## src/rtl/tmma_pe_seq_pkg.sv

```systemverilog
// Shared widths, FSM state encoding and helpers for the TMMA PE sequencer.
// State encoding is fixed so the tile scheduler can decode busy state directly.
`ifndef PE_INPUT_DATA_WIDTH
`define PE_INPUT_DATA_WIDTH 16
`endif
`ifndef TMMA_PRECISION_WIDTH
`define TMMA_PRECISION_WIDTH 3
`endif

package tmma_pe_seq_pkg;
  localparam int DW     = `PE_INPUT_DATA_WIDTH;
  localparam int PW     = `TMMA_PRECISION_WIDTH;
  localparam int PERF_W = 16;

  typedef enum logic [1:0] {
    ST_IDLE  = 2'd0,
    ST_LOADC = 2'd1,
    ST_CALC  = 2'd2,
    ST_DRAIN = 2'd3
  } seq_state_t;

  function automatic logic [PERF_W-1:0] sat_inc(input logic [PERF_W-1:0] v);
    return (&v) ? v : v + 1'b1;
  endfunction
endpackage

```

## src/rtl/tmma_pe_seq_if.sv

```systemverilog
// Handshake and operand bundle between scheduler/operand buffers, the sequencer and the mac.
// slave is the sequencer's view; master is the requester/mac side.
interface tmma_pe_seq_if #(parameter int K_W = 8);
  import tmma_pe_seq_pkg::*;

  logic           cmd_valid;
  logic           cmd_ready;
  logic [K_W-1:0] cmd_k;
  logic [PW-1:0]  cmd_prec;
  logic           cmd_cinit;

  logic           c_valid;
  logic           c_ready;
  logic [DW-1:0]  c_data;

  logic           ab_valid;
  logic           ab_ready;
  logic [DW-1:0]  a_data;
  logic [DW-1:0]  b_data;

  logic           mac_c_valid;
  logic [DW-1:0]  mac_c_data;
  logic           mac_cal_valid;
  logic [PW-1:0]  mac_cal_precision;
  logic [DW-1:0]  mac_a_data;
  logic [DW-1:0]  mac_b_data;
  logic [DW-1:0]  mac_d_data;

  logic           d_valid;
  logic           d_ready;
  logic [DW-1:0]  d_data;
  logic           busy;

  modport slave (
    input  cmd_valid, cmd_k, cmd_prec, cmd_cinit,
    input  c_valid, c_data, ab_valid, a_data, b_data,
    input  mac_d_data, d_ready,
    output cmd_ready, c_ready, ab_ready,
    output mac_c_valid, mac_c_data, mac_cal_valid, mac_cal_precision, mac_a_data, mac_b_data,
    output d_valid, d_data, busy
  );

  modport master (
    output cmd_valid, cmd_k, cmd_prec, cmd_cinit,
    output c_valid, c_data, ab_valid, a_data, b_data,
    output mac_d_data, d_ready,
    input  cmd_ready, c_ready, ab_ready,
    input  mac_c_valid, mac_c_data, mac_cal_valid, mac_cal_precision, mac_a_data, mac_b_data,
    input  d_valid, d_data, busy
  );
endinterface

```

## src/rtl/tmma_pe_seq.sv

```systemverilog
// Sequences one mac op: load C, stream K A/B pairs, return result; accept->d_valid is K+2 cycles.
// Optional TMMA_SEQ_PERF_EN adds perf_stall, a saturating count of CALC/DRAIN stall cycles.
module tmma_pe_seq
  import tmma_pe_seq_pkg::*;
#(
  parameter int K_W = 8
) (
  input  logic                clk,
  input  logic                rst,
  tmma_pe_seq_if.slave        bus
`ifdef TMMA_SEQ_PERF_EN
  ,
  output logic [PERF_W-1:0]   perf_stall
`endif
);

  seq_state_t     state;
  logic [K_W-1:0] k_rem;
  logic [PW-1:0]  prec;
  logic           cinit;

  logic in_idle, in_loadc, in_calc, in_drain;
  logic cmd_acc, ab_acc;

  assign in_idle  = (state == ST_IDLE);
  assign in_loadc = (state == ST_LOADC);
  assign in_calc  = (state == ST_CALC);
  assign in_drain = (state == ST_DRAIN);
  assign cmd_acc  = in_idle & bus.cmd_valid;
  assign ab_acc   = in_calc & bus.ab_valid;

  assign bus.cmd_ready = in_idle;
  assign bus.busy      = ~in_idle;

  // Zero-init of C is a single forced pulse; with cinit the mac sees the c stream directly.
  assign bus.c_ready     = in_loadc & cinit;
  assign bus.mac_c_valid = in_loadc & (cinit ? bus.c_valid : 1'b1);
  assign bus.mac_c_data  = (in_loadc & cinit) ? bus.c_data : '0;

  assign bus.ab_ready          = in_calc;
  assign bus.mac_cal_valid     = ab_acc;
  assign bus.mac_cal_precision = prec;
  assign bus.mac_a_data        = bus.a_data;
  assign bus.mac_b_data        = bus.b_data;

  assign bus.d_valid = in_drain;
  assign bus.d_data  = bus.mac_d_data;

  always_ff @(posedge clk) begin
    if (rst) begin
      state <= ST_IDLE;
      k_rem <= '0;
      prec  <= '0;
      cinit <= 1'b0;
    end else begin
      case (state)
        ST_IDLE: begin
          if (bus.cmd_valid) begin
            k_rem <= bus.cmd_k;
            prec  <= bus.cmd_prec;
            cinit <= bus.cmd_cinit;
            state <= ST_LOADC;
          end
        end
        ST_LOADC: begin
          if (!cinit || bus.c_valid) begin
            state <= (k_rem == '0) ? ST_DRAIN : ST_CALC;
          end
        end
        ST_CALC: begin
          if (bus.ab_valid) begin
            if (k_rem != '0) begin
              k_rem <= k_rem - 1'b1;
            end
            if (k_rem <= K_W'(1)) begin
              state <= ST_DRAIN;
            end
          end
        end
        ST_DRAIN: begin
          if (bus.d_ready) begin
            state <= ST_IDLE;
          end
        end
        default: state <= ST_IDLE;
      endcase
    end
  end

`ifdef TMMA_SEQ_PERF_EN
  always_ff @(posedge clk) begin
    if (rst || cmd_acc) begin
      perf_stall <= '0;
    end else if ((in_calc && !bus.ab_valid) || (in_drain && !bus.d_ready)) begin
      perf_stall <= sat_inc(perf_stall);
    end
  end
`endif

endmodule

```

## src/flat_wrapper.sv

```systemverilog
// flat-port wrapper written by rule: the top's interface ports become plain ports
module tmma_pe_seq_flat import tmma_pe_seq_pkg::*;
#(
  parameter int K_W = 8
)
  (clk, rst, bus_cmd_valid, bus_cmd_k, bus_cmd_prec, bus_cmd_cinit, bus_c_valid, bus_c_data, bus_ab_valid, bus_a_data, bus_b_data, bus_mac_d_data, bus_d_ready, bus_cmd_ready, bus_c_ready, bus_ab_ready, bus_mac_c_valid, bus_mac_c_data, bus_mac_cal_valid, bus_mac_cal_precision, bus_mac_a_data, bus_mac_b_data, bus_d_valid, bus_d_data, bus_busy);
  tmma_pe_seq_if #(.K_W(K_W)) bus_i ();
  input  logic clk;
  input  logic rst;
  input wire logic [$bits(bus_i.cmd_valid)-1:0] bus_cmd_valid;
  input wire logic [$bits(bus_i.cmd_k)-1:0] bus_cmd_k;
  input wire logic [$bits(bus_i.cmd_prec)-1:0] bus_cmd_prec;
  input wire logic [$bits(bus_i.cmd_cinit)-1:0] bus_cmd_cinit;
  input wire logic [$bits(bus_i.c_valid)-1:0] bus_c_valid;
  input wire logic [$bits(bus_i.c_data)-1:0] bus_c_data;
  input wire logic [$bits(bus_i.ab_valid)-1:0] bus_ab_valid;
  input wire logic [$bits(bus_i.a_data)-1:0] bus_a_data;
  input wire logic [$bits(bus_i.b_data)-1:0] bus_b_data;
  input wire logic [$bits(bus_i.mac_d_data)-1:0] bus_mac_d_data;
  input wire logic [$bits(bus_i.d_ready)-1:0] bus_d_ready;
  output wire logic [$bits(bus_i.cmd_ready)-1:0] bus_cmd_ready;
  output wire logic [$bits(bus_i.c_ready)-1:0] bus_c_ready;
  output wire logic [$bits(bus_i.ab_ready)-1:0] bus_ab_ready;
  output wire logic [$bits(bus_i.mac_c_valid)-1:0] bus_mac_c_valid;
  output wire logic [$bits(bus_i.mac_c_data)-1:0] bus_mac_c_data;
  output wire logic [$bits(bus_i.mac_cal_valid)-1:0] bus_mac_cal_valid;
  output wire logic [$bits(bus_i.mac_cal_precision)-1:0] bus_mac_cal_precision;
  output wire logic [$bits(bus_i.mac_a_data)-1:0] bus_mac_a_data;
  output wire logic [$bits(bus_i.mac_b_data)-1:0] bus_mac_b_data;
  output wire logic [$bits(bus_i.d_valid)-1:0] bus_d_valid;
  output wire logic [$bits(bus_i.d_data)-1:0] bus_d_data;
  output wire logic [$bits(bus_i.busy)-1:0] bus_busy;
  assign bus_i.cmd_valid = bus_cmd_valid;
  assign bus_i.cmd_k = bus_cmd_k;
  assign bus_i.cmd_prec = bus_cmd_prec;
  assign bus_i.cmd_cinit = bus_cmd_cinit;
  assign bus_i.c_valid = bus_c_valid;
  assign bus_i.c_data = bus_c_data;
  assign bus_i.ab_valid = bus_ab_valid;
  assign bus_i.a_data = bus_a_data;
  assign bus_i.b_data = bus_b_data;
  assign bus_i.mac_d_data = bus_mac_d_data;
  assign bus_i.d_ready = bus_d_ready;
  assign bus_cmd_ready = bus_i.cmd_ready;
  assign bus_c_ready = bus_i.c_ready;
  assign bus_ab_ready = bus_i.ab_ready;
  assign bus_mac_c_valid = bus_i.mac_c_valid;
  assign bus_mac_c_data = bus_i.mac_c_data;
  assign bus_mac_cal_valid = bus_i.mac_cal_valid;
  assign bus_mac_cal_precision = bus_i.mac_cal_precision;
  assign bus_mac_a_data = bus_i.mac_a_data;
  assign bus_mac_b_data = bus_i.mac_b_data;
  assign bus_d_valid = bus_i.d_valid;
  assign bus_d_data = bus_i.d_data;
  assign bus_busy = bus_i.busy;
  tmma_pe_seq #(.K_W(K_W)) u_core (.clk(clk), .rst(rst), .bus(bus_i));
endmodule
```

## config.mk

```make
export PLATFORM = sky130hd
export DESIGN_NAME = tmma_pe_seq_flat
export DESIGN_NICKNAME = d
export VERILOG_FILES = /design/src/rtl/tmma_pe_seq_pkg.sv /design/src/rtl/tmma_pe_seq_if.sv /design/src/rtl/tmma_pe_seq.sv /design/src/flat_wrapper.sv
export SDC_FILE = /design/constraint.sdc
export NUM_CORES = 1
export LEC_CHECK = 0
export BUFFER_PORTS_ARGS = -buffer_cell sky130_fd_sc_hd__buf_4
export CORE_ASPECT_RATIO = 1.4
export CORE_MARGIN = 5
export CORE_UTILIZATION = 35
export DETAILED_ROUTE_END_ITERATION = 6
export PLACE_DENSITY = 0.77
export SYNTH_ARGS = -nofsm -noshare
export SYNTH_HDL_FRONTEND = slang
export SYNTH_SLANG_ARGS = --single-unit
```

## constraint.sdc

```tcl
create_clock -name clk -period 2.4 [get_ports clk]
set_input_delay 0.24 -clock clk [delete_from_list [all_inputs] [get_ports clk]]
set_output_delay 0.24 -clock clk [all_outputs]
set_load 0.01 [all_outputs]
```

# After elaboration in Yosys (flattened, before gate mapping)
# Index checks and enable logic that the tools add are counted.
[word_totals]
register_bits = 14
inputBits = 82
output_inout_bits = 74
wordCells = 41
[op_classes]
n_addsub = 1
magnitude_cmp = 1
eq_ne = 9
mux = 13
n_bitwise = 4
n_reduce_logical = 9
[op_table]
columns = ["operator", "n"]
rows = [
  ["8-bit two-way mux", 3],
  ["16-bit two-way mux", 1],
  ["8-bit case mux with 2 select lines", 1],
  ["2-bit != test, second input constant", 6],
  ["2-bit two-way mux", 5],
  ["8-bit by 1-bit less-or-equal comparator with 1-bit output, second input constant", 1],
  ["8-bit logical NOT", 1],
  ["2-bit case mux with 4 select lines", 1],
  ["8-bit nonzero test", 1],
  ["8-bit by 1-bit subtractor with 8-bit output, second input constant", 1],
  ["5-bit AND reduction", 1],
  ["2-bit == test, second input constant", 2],
  ["4-bit AND reduction", 1],
  ["1-bit bitwise AND", 3],
  ["2-bit by 1-bit == test with 1-bit output, second input constant", 1],
  ["2-bit logical NOT", 1],
  ["1-bit two-way mux", 2],
  ["2-bit AND reduction", 1],
  ["2-bit nonzero test", 1],
  ["1-bit logical NOT", 1],
  ["1-bit logical OR", 1],
  ["1-bit inverter", 1],
]

# Depth between registers and ports, before layout
# Gate-level depths: netlist of the first run.
[logic_depth]
depth_word = 4
ltp_mapped = 7
mapped_depth_nobuf = 6

# Worst setup path after synthesis of the first run
# No wires, ideal clock.
[synth_path]
kind = "flip-flop to flip-flop"
start = "reg u_core.k_rem[0]"
end = "reg u_core.k_rem[0]"
setup_ns = 0.138
arrival_time_ns = 1.691
t_required_ns = 2.262
slack_ns = 0.570
stages_incl_launch_ff = 8
n_path_buf = 1
period_less_slack_ns = 1.830
cell_sequence = "dfxtp_1 > inv_1 > ha_1 > or4b_1 > buf_2 > o311a_4 > o21ai_0 > a221oi_2"
[synth_between]
elab_chain_cells = 4
word_cells_on_any_way = 7
[synth_lines]
columns = ["element", "line", "text"]
rows = [
  ["start: declaration", "tmma_pe_seq.sv:18", "logic [K_W-1:0] k_rem;"],
  ["start signal: assignment", "tmma_pe_seq.sv:59", "k_rem <= bus.cmd_k;"],
  ["start signal: assignment", "tmma_pe_seq.sv:73", "k_rem <= k_rem - 1'b1;"],
  ["8-bit by 1-bit subtractor with 8-bit output", "tmma_pe_seq.sv:73", ""],
  ["8-bit two-way mux", "tmma_pe_seq.sv:72", "if (k_rem != '0) begin"],
  ["8-bit two-way mux", "tmma_pe_seq.sv:71", "if (bus.ab_valid) begin"],
  ["8-bit case mux with 2 select lines", "tmma_pe_seq.sv:56", "case (state)"],
]
# Several ways; a longest one is shown, not always the timed one. The select of a mux whose other input is x is not followed.
# A chain may end at the register's enable or synchronous reset.

# Worst setup path after layout of the first run
[layout_path]
start = "reg u_core.k_rem[0]"
end = "reg u_core.k_rem[1]"
# Same word-level chain as after synthesis.

==> results of run 1 <==
registers in the layout, indices dropped and copies added (netlist names):
| signal | cells |
|---|---|
| u_core.k_rem | 8 |
| u_core.cinit | 1 |
| u_core.bus.mac_cal_precision | 3 |
| u_core.state | 2 |
power by group:
part	switching (mW)	total (mW)	internal, mW
clock	0.0861	0.232	0.145
combinational	0.700	1.22	0.516
sequential	0.0896	0.412	0.323
metal layers:
| layer | wire length (µm) | part of all wire [%] | vias to the layer above | global-route usage (%) |
|---|---|---|---|---|
| li1 | - | - | 620 | - |
| met4 | 174 | 4.6 | 0 | 9.23 |
| met5 | 0 | 0 | - | 0 |
| met2 | 1820 | 49 | 81 | 22.9 |
| met3 | 518 | 14 | 25 | 5.45 |
| met1 | 1240 | 33 | 590 | 12.7 |
layout make-up:
| cell class | count | area share, % |
|---|---|---|
| multi-input cells | 104 | 44.8 |
| repair buffers | 63 | 28.9 |
| flip-flops and latches | 14 | 17.1 |
| clock buffers | 4 | 3.36 |
| well taps | 43 | 3.28 |
| inverters | 11 | 2.52 |
kinds of logic after synthesis:
group / count (synthesis) / share of synthesized area [%]
AND/OR/NAND/NOR: 53 / 19.8
AO/OA/AOI/OAI: 42 / 23.0
adder cells (fa/ha/maj): 7 / 6.00
multiplexers: 2 / 1.54
flip-flops: 14 / 19.2
buffers and inverters: 67 / 30.5
placed cells by master, fill, tap and decap left out, drive strengths merged, types with 5 or more instances in the layout:
cell,Yosys,final
nand2,13,13
and3,17,17
nand3,5,5
buf,51,63
ha,7,7
o21ai,9,9
dfxtp,14,14
a21oi,16,16
inv,11,11
how the worst min path moves through the flow:
stage | start | end | slack, ns
detailed placement | u_core.bus.mac_cal_precision[2] | u_core.bus.mac_cal_precision[2] | 0.45
floorplan | rst | u_core.k_rem[4] | 0.36
global route | bus_cmd_cinit | u_core.cinit | 0.26
global placement | u_core.bus.mac_cal_precision[2] | u_core.bus.mac_cal_precision[2] | 0.45
finish | bus_cmd_cinit | u_core.cinit | 0.25
CTS | bus_cmd_cinit | u_core.cinit | 0.25
worst min-delay path: stages:
cell	delay [ns]
buf_4	0.11
nand3_1	0.05
a21oi_1	0.05
stage by stage:
step	setup WS, ns	utilization, %	total power, mW	hold slack, ns	cell area, µm²
final	0.365	41.1	1.86	0.249	1640
after global routing	0.215	41.1	2.03	0.265	1640
after CTS	0.363	41.1	1.88	0.246	1640
after detailed placement	0.379	39.7	1.63	0.452	1580
after global placement	0.434	39.7	1.61	0.448	1580
after floorplan	0.570	-	1.37	0.355	1460
==> impl_metrics.env, run 1 <==
export IMPL_htreeDepth=1
export IMPL_antenna_found_initial=0
export IMPL_critPathKind="reg -> reg"
export IMPL_slowest_delay_ns=0.59
export IMPL_period_needed_ns=2.04
export IMPL_ctsResizeCount=0
export IMPL_rows=27
export IMPL_max_clock_freq_mhz=491
export IMPL_slew_viol_final=0
export IMPL_drive_gt1_share_pct=39.8
export IMPL_syn_area_um2=1460
export IMPL_hold_viol_final=0
export IMPL_syn_inst=185
export IMPL_drt_iter0_markers=38
export IMPL_synth_edf_count=0
export IMPL_drcViolationCount=0
export IMPL_syn_area_per_cell_um2=7.89
export IMPL_gp_congestion=0.850
export IMPL_port_buffers=59
export IMPL_clock_skew_ns=0.00413
export IMPL_overflow=0
export IMPL_async_reset_ff_share_pct=0
export IMPL_rr_worst_depth=6
export IMPL_wl_um=3750
export IMPL_worstMarginPinSlew_ns=0.592
export IMPL_rrSetupSlack_ns=0.36
export IMPL_peakVddDrop_uv=505
export IMPL_end_kind="flip-flop"
export IMPL_synth_nets=274
export IMPL_yosys_warnings=0
export IMPL_hold_path_class="in -> reg"
export IMPL_grt_max_degree=19
export IMPL_placed_cells=235
export IMPL_cts_hold_buf=0
export IMPL_numCtsBuffers=3
export IMPL_tns_ns=0
export IMPL_fin_nets=286
export IMPL_clk_path_buf_depth=2
export IMPL_crit_required_ns=2.58
export IMPL_path_buf_inv=1
export IMPL_p_leak_nw=0.820
export IMPL_clkTransAtPathRegs_ns=0.06
export IMPL_multi_input_area_um2=734
export IMPL_rsz0062_at_grt="false"
export IMPL_layout_worst_path_cycle_share_pct=84.8
export IMPL_cp_start_kind="flip-flop"
export IMPL_p_per_area_nw_per_um2=1140
export IMPL_finalNonFillerCells=239
export IMPL_die_x_um=64.6
export IMPL_synth_commonest_cells="48 x buf_4, 17 x and3_1, 15 x a21oi_1"
export IMPL_synth_flop_cell="dfxtp_1"
export IMPL_via_per_inst=5.51
export IMPL_status="complete, no violations"
export IMPL_ys_seq_area_share_pct=19.2
export IMPL_cp_arrival_ns=2.21
export IMPL_first_pass_iters=4
export IMPL_whs_path_depth=3
export IMPL_area_growth_syn_to_layout_pct=12.2
export IMPL_cts_setup_buffers=0
export IMPL_synth_top_area_share_pct=24.7
export IMPL_yosysMostFrequentCell="buf_4"
export IMPL_ys_ff_latch=14
export IMPL_grt_pass1_vias=1290
export IMPL_vias=1316
export IMPL_grt_util_all_layers_pct=13.3
export IMPL_die_h_um=86.4
export IMPL_final_seq_area_um2=280
export IMPL_cp_top_family="compound AO/OA/AOI/OAI gates"
export IMPL_die_area_um2=5580
export IMPL_insertion_delay_ns=0.25
export IMPL_tritoncts="done"
export IMPL_yosysTopAreaCell="buf_4"
export IMPL_ys_types=42
export IMPL_slew_headroom_pct=60.5
export IMPL_synth_area_leaders="buf_4 25%, dfxtp_1 19%, and3_1 7.3%"
export IMPL_cp_depth=6
export IMPL_crit_chain="inv_1 > ha_1 > or4b_1 > o311ai_4 > a211oi_1 > a211oi_2"
export IMPL_crit_fanout=6
export IMPL_cts_root_buf="clkbuf_8"
export IMPL_cp_endpoint="u_core.k_rem[1]"
export IMPL_slowest_stage="or4b_1"
export IMPL_maxCapViolations=0
export IMPL_rr_endpoint="u_core.k_rem[1]"
export IMPL_final_setup_viol_count=0
export IMPL_nFillCells=428
export IMPL_diodes=0
export IMPL_ios=156
export IMPL_start_util_pct=36.6
export IMPL_crit_start="u_core.k_rem[0]"
export IMPL_grt_pass1_wl_um=5980
export IMPL_drt_wirelength_per_cell_um=15.7
export IMPL_cts_sinks=14
export IMPL_drt_antenna_violating_nets=0
export IMPL_core_area_um2=3990
export IMPL_timing_rr_start="u_core.k_rem[0]"
export IMPL_hpwlAfterDp_um=3040
Note: power is estimated with default switching activity, not from simulation.
==> inputs of run 2 (changes only) <==
Settings changed: CORE_UTILIZATION 35 to 32, PLACE_DENSITY 0.77 to 0.74.
Clock period 2.4 ns to 1.87 ns, I/O delays scaled along.
==> run 2 against run 1 <==
  * Power rose by 35%
  * Hold slack got worse by 0.053 ns
  * Utilization fell by 2.6 points
  * Routed wire length rose by 2.3%
  * Flip-flop and latch count did not move
  * Via count fell by 0.23%
  * Critical endpoint unchanged
  * Highest routed layer unchanged
==> impl_metrics.env, run 2 (synthesized netlist as in run 1, its figures left out) <==
export IMPL_status="complete, no violations"
export IMPL_critPathKind="reg -> reg"
export IMPL_final_common_cell="buf_4"
export IMPL_clock_skew_ns=0.00193
export IMPL_layout_worst_path_cycle_share_pct=95.0
export IMPL_area_growth_syn_to_layout_pct=17.7
export IMPL_tritoncts="done"
export IMPL_slew_viol_final=0
export IMPL_start_util_pct=32.7
export IMPL_drt_antenna_violating_nets=0
export IMPL_final_setup_viol_count=0
export IMPL_setup_slack_ns=0.0940
export IMPL_hold_path_class="in -> reg"
export IMPL_htreeDepth=1
export IMPL_drive_gt1_share_pct=42.6
export IMPL_period_needed_ns=1.78
export IMPL_path_buf_inv=1
export IMPL_die_area_um2=6030
export IMPL_antenna_found_initial=0
export IMPL_largest_reg_flops=8
export IMPL_met1_usage_pct=12.4
export IMPL_clk_path_buf_depth=2
export IMPL_peakVddDrop_uv=705
export IMPL_core_area_um2=4460
export IMPL_numCtsBuffers=3
export IMPL_rows=29
export IMPL_cp_arrival_ns=1.95
export IMPL_use_met2_pct=21.4
export IMPL_drcViolationCount=0
export IMPL_cts_sinks=14
export IMPL_die_x_um=67.1
export IMPL_grt_busiest_layer="met2"
export IMPL_overflow=0
export IMPL_grt_max_degree=19
export IMPL_insertion_delay_ns=0.25
export IMPL_worstMarginPinSlew_ns=0.426
export IMPL_p_leak_nw=0.856
export IMPL_cts_root_buf="clkbuf_8"
export IMPL_drt_iter0_markers=43
export IMPL_vias=1313
export IMPL_design_area_um2=1720
export IMPL_tns_ns=0
export IMPL_port_buffers=59
export IMPL_cp_top_family="compound AO/OA/AOI/OAI gates"
export IMPL_crit_required_ns=2.05
export IMPL_first_pass_iters=4
export IMPL_p_per_area_nw_per_um2=1460
export IMPL_grt_util_all_layers_pct=12.2
export IMPL_diodes=0
export IMPL_fin_nets=295
export IMPL_max_clock_freq_mhz=563
export IMPL_slowest_stage="or4b_4"
export IMPL_rsz0062_at_grt="true"
export IMPL_regMostFlops="u_core.k_rem"
export IMPL_hold_viol_final=0
export IMPL_grt_pass1_wl_um=5800
export IMPL_via_per_inst=4.94
export IMPL_finalPower_mw=2.52
export IMPL_place_area_um2=1670
export IMPL_met3_usage_pct=3.74
export IMPL_drt_wirelength_per_cell_um=14.4
export IMPL_hpwlAfterDp_um=3120
export IMPL_ios=156
export IMPL_grt_pass1_vias=1276
export IMPL_die_h_um=89.9
export IMPL_crit_fanout=6
export IMPL_wl_um=3840
export IMPL_end_kind="flip-flop"
export IMPL_dpl_worst_slack_ns=0.0119
export IMPL_slew_headroom_pct=71.5
export IMPL_maxCapViolations=0
export IMPL_cp_start_kind="flip-flop"
export IMPL_mostFrequentLayoutCells="72 x buf_4, 17 x and3_1, 15 x a21oi_1, 14 x dfxtp_1, 13 x nand2_1"
export IMPL_slowest_delay_ns=0.50
export IMPL_gp_congestion=0.841
export IMPL_crit_chain="inv_1 > ha_1 > or4b_4 > o311ai_4 > a211oi_1 > a211oi_2"
export IMPL_clkTransAtPathRegs_ns=0.06
-- run 2: cell count changes in the layout (fill, tap and decap cells not counted) --
cell / previous run / this run
clkbuf_8: 4 / 3
or4b_4: 0 / 1
or4b_1: 1 / 0
buf_4: 63 / 72
-- run 2: area by class of cell --
cell class / count / area (µm²)
clock buffer: 3 / 41.3
timing repair buffer: 72 / 541
inverter: 11 / 41.3
fill: 474 / 2740
sequential: 14 / 280
tap: 62 / 77.6
multi-input combinational: 104 / 738
-- run 2: what timing repair did --
action                     in CTS  in global routing
gates resized for setup         0                  1
hold buffers                    0                  0
pin swaps                       1                  1
setup endpoints to repair       1                  8
setup buffers                   0                  1
-- run 2: stage by stage --
| step | hold WS, ns | utilization (%) | instances |
|---|---|---|---|
| after floorplan | 0.302 | - | 185 |
| after global placement | 0.374 | 37.3 | 262 |
| after detailed placement | 0.374 | 37.3 | 262 |
| after CTS | 0.195 | 38.3 | 265 |
| after global routing | 0.199 | 38.5 | 266 |
| final | 0.196 | 38.5 | 266 |
-- run 2: metal layers --
metal	part of all wire [%]	vias to the layer above
li1	-	635
met1	36	575
met2	49	75
met3	11	28
met4	4.2	0
met5	0	-
-- run 2: worst register-to-register path: cells and delay by family, from the launching register on --
kind / cells / cell delay (ns)
flip-flops: 1 / 0.32
AND/OR/NAND/NOR: 1 / 0.50
AO/OA/AOI/OAI: 3 / 0.69
buffers and inverters: 1 / 0.07
adder cells (fa/ha/maj): 1 / 0.12
-- run 2: power by group --
group | total, mW | internal (mW) | switching [mW]
Combinational | 1.74 | 0.810 | 0.934
Sequential | 0.518 | 0.414 | 0.104
Clock | 0.257 | 0.143 | 0.114
-- run 2: worst paths after layout --
kind / from / slack, ns / depth (start not counted) / to
worst min-delay path: bus_cmd_prec[0] / 0.20 / 3 / u_core.bus.mac_cal_precision[0]
worst min register to register: u_core.bus.mac_cal_precision[1] / 0.46 / 2 / u_core.bus.mac_cal_precision[1]
worst max-delay path: u_core.k_rem[1] / 0.09 / 6 / u_core.k_rem[1]
worst max register to register: u_core.k_rem[1] / 0.09 / 6 / u_core.k_rem[1]
==> inputs of run 3 (changes only) <==
--- a/config.mk
+++ b/config.mk
@@ -9,7 +9,8 @@
 export CORE_ASPECT_RATIO = 1.4
 export CORE_MARGIN = 5
-export CORE_UTILIZATION = 32
+export CORE_UTILIZATION = 33
+export CTS_BUF_LIST = sky130_fd_sc_hd__clkbuf_2
 export DETAILED_ROUTE_END_ITERATION = 6
-export PLACE_DENSITY = 0.74
+export PLACE_DENSITY = 0.76
 export SYNTH_ARGS = -nofsm -noshare
 export SYNTH_HDL_FRONTEND = slang
==> constraint.sdc (replaced) <==
create_clock -name clk -period 1.87 [get_ports clk]
set_input_delay 0.187 -clock clk [delete_from_list [all_inputs] [get_ports clk]]
set_output_delay 0.187 -clock clk [all_outputs]
set_load 0.02 [all_outputs]
==> run 3 against run 2 <==
  * Utilization up 2.1 points
  * Power up 3.1%
  * Clock skew up 0.0050 ns
  * Clock power down 39%
  * First-iteration DRC count up 77%
  * Final cell count unchanged
==> impl_metrics.env, run 3 (synthesized netlist as in run 1, its figures left out) <==
export IMPL_clock_skew_ns=0.00691
export IMPL_die_x_um=66.2
export IMPL_setup_slack_ns=0.0830
export IMPL_met3_usage_pct=3.56
export IMPL_hold_viol_final=0
export IMPL_diodes=0
export IMPL_period_needed_ns=1.79
export IMPL_critPathKind="reg -> reg"
export IMPL_finalPower_mw=2.60
export IMPL_drt_antenna_violating_nets=0
export IMPL_area_growth_syn_to_layout_pct=18.8
export IMPL_cts_sinks=14
export IMPL_seqPwrFrac_pct=19.9
export IMPL_met1_usage_pct=16.4
export IMPL_drt_iter0_markers=76
export IMPL_max_clock_freq_mhz=560
export IMPL_via_per_inst=5.05
export IMPL_rows=28
export IMPL_wl_um=4410
export IMPL_antenna_found_initial=0
export IMPL_place_area_um2=1670
export IMPL_p_sw_share_pct=48.9
export IMPL_design_area_um2=1730
export IMPL_vias=1343
export IMPL_insertion_delay_ns=0.29
export IMPL_overflow=0
export IMPL_slew_headroom_pct=73.2
export IMPL_hold_worst_slack_ns=0.138
export IMPL_final_setup_viol_count=0
export IMPL_core_area_um2=4270
export IMPL_p_clk_share_pct=6.0
export IMPL_fin_util_pct=40.6
export IMPL_ios=156
export IMPL_mostFrequentLayoutCells="73 x buf_4, 17 x and3_1, 15 x a21oi_1, 13 x nand2_1, 11 x dfxtp_1"
export IMPL_regMostFlops="u_core.k_rem"
export IMPL_status="complete, no violations"
export IMPL_drt_wirelength_per_cell_um=16.6
export IMPL_p_sw_mw=1.27
export IMPL_die_area_um2=5870
export IMPL_grt_pass1_wl_um=6650
export IMPL_tns_ns=0
export IMPL_largest_reg_flops=8
export IMPL_end_kind="flip-flop"
export IMPL_grt_max_degree=19
export IMPL_hold_path_class="in -> reg"
export IMPL_cts_root_buf="clkbuf_2"
export IMPL_dpl_worst_slack_ns=-0.00819
export IMPL_placed_cells=261
export IMPL_numCtsBuffers=3
export IMPL_slew_viol_final=0
export IMPL_worstMarginPinSlew_ns=0.401
export IMPL_fin_nets=296
export IMPL_drcViolationCount=0
export IMPL_crit_fanout=6
export IMPL_hpwlAfterDp_um=3550
export IMPL_crit_required_ns=2.11
export IMPL_maxCapViolations=0
export IMPL_cp_start_kind="flip-flop"
export IMPL_htreeDepth=1
export IMPL_use_met2_pct=24.4
export IMPL_cp_arrival_ns=2.03
export IMPL_internal_power_mw=1.33
export IMPL_die_h_um=88.7
export IMPL_tritoncts="done"
export IMPL_drive_gt1_share_pct=47.1
export IMPL_nFillCells=475
export IMPL_layout_worst_path_cycle_share_pct=95.6
export IMPL_clkTransAtPathRegs_ns=0.16
export IMPL_grt_busiest_layer="met2"
export IMPL_pwr_share_comb_pct=74.1
export IMPL_p_leak_nw=0.858
export IMPL_p_per_area_nw_per_um2=1500
export IMPL_grt_util_all_layers_pct=14.7
export IMPL_first_pass_iters=4
export IMPL_start_util_pct=34.2
export IMPL_grt_pass1_vias=1359
export IMPL_gp_congestion=0.871
export IMPL_finalNonFillerCells=266
export IMPL_final_common_cell="buf_4"
export IMPL_port_buffers=59
export IMPL_clk_path_buf_depth=2
export IMPL_peakVddDrop_uv=778
export IMPL_cts_hold_buf=0
==> run 3: changes by cell type in the layout (fill, tap and decap cells not counted), sizes merged <==
cell,previous run,this run
buf,72,73
clkinv,0,1
==> run 3: power by group through the flow <==
| stage | registers (mW) | logic [mW] | clock network [mW] |
|---|---|---|---|
| final | 0.516 | 1.92 | 0.157 |
| after global routing | 0.530 | 2.13 | 0.175 |
| after CTS | 0.501 | 1.85 | 0.160 |
| after detailed placement | 0.506 | 1.82 | 0 |
| after global placement | 0.504 | 1.78 | 0 |
| after floorplan | 0.522 | 1.36 | 0 |
==> run 3: worst max-delay path, stage by stage, from the launching register on <==
cell and delay, ns:
dfxtp_2 0.36, inv_2 0.08, ha_4 0.12, or4b_4 0.50, o311ai_4 0.43, o21ai_0 0.17
nand2_1 0.08
==> run 3: what timing repair did <==
action | in CTS | in global routing
endpoints found under the hold margin | 0 | 0
setup buffers | 0 | 1
pin swaps | 1 | 8
setup endpoints to repair | 3 | 9
gates resized for setup | 1 | 13
==> run 3: path summary, 6_finish.rpt <==
path	startpoint	endpoint	slack, ns	cells after the start
min reg2reg	u_core.bus.mac_cal_precision[2]	u_core.bus.mac_cal_precision[2]	0.47	2
min	bus_cmd_cinit	u_core.cinit	0.14	3
max	u_core.k_rem[1]	u_core.k_rem[5]	0.08	6
max reg2reg	u_core.k_rem[1]	u_core.k_rem[5]	0.08	6
==> run 3: area by class of cell <==
class	instances	area [µm²]	share of cell area (%)
Tap cell	60	75.1	4.33
Clock inverter	1	3.75	0.216
Inverter	11	41.3	2.38
Sequential cell	14	284	16.4
Timing Repair Buffer	73	548	31.6
Multi-Input combinational cell	104	767	44.2
Clock buffer	3	15.0	0.866
==> run 3: layer usage <==
layer	wire length (µm)	share of wire, %
met1	1490	34
met2	2040	46
met3	632	14
met4	251	5.7
met5	0	0
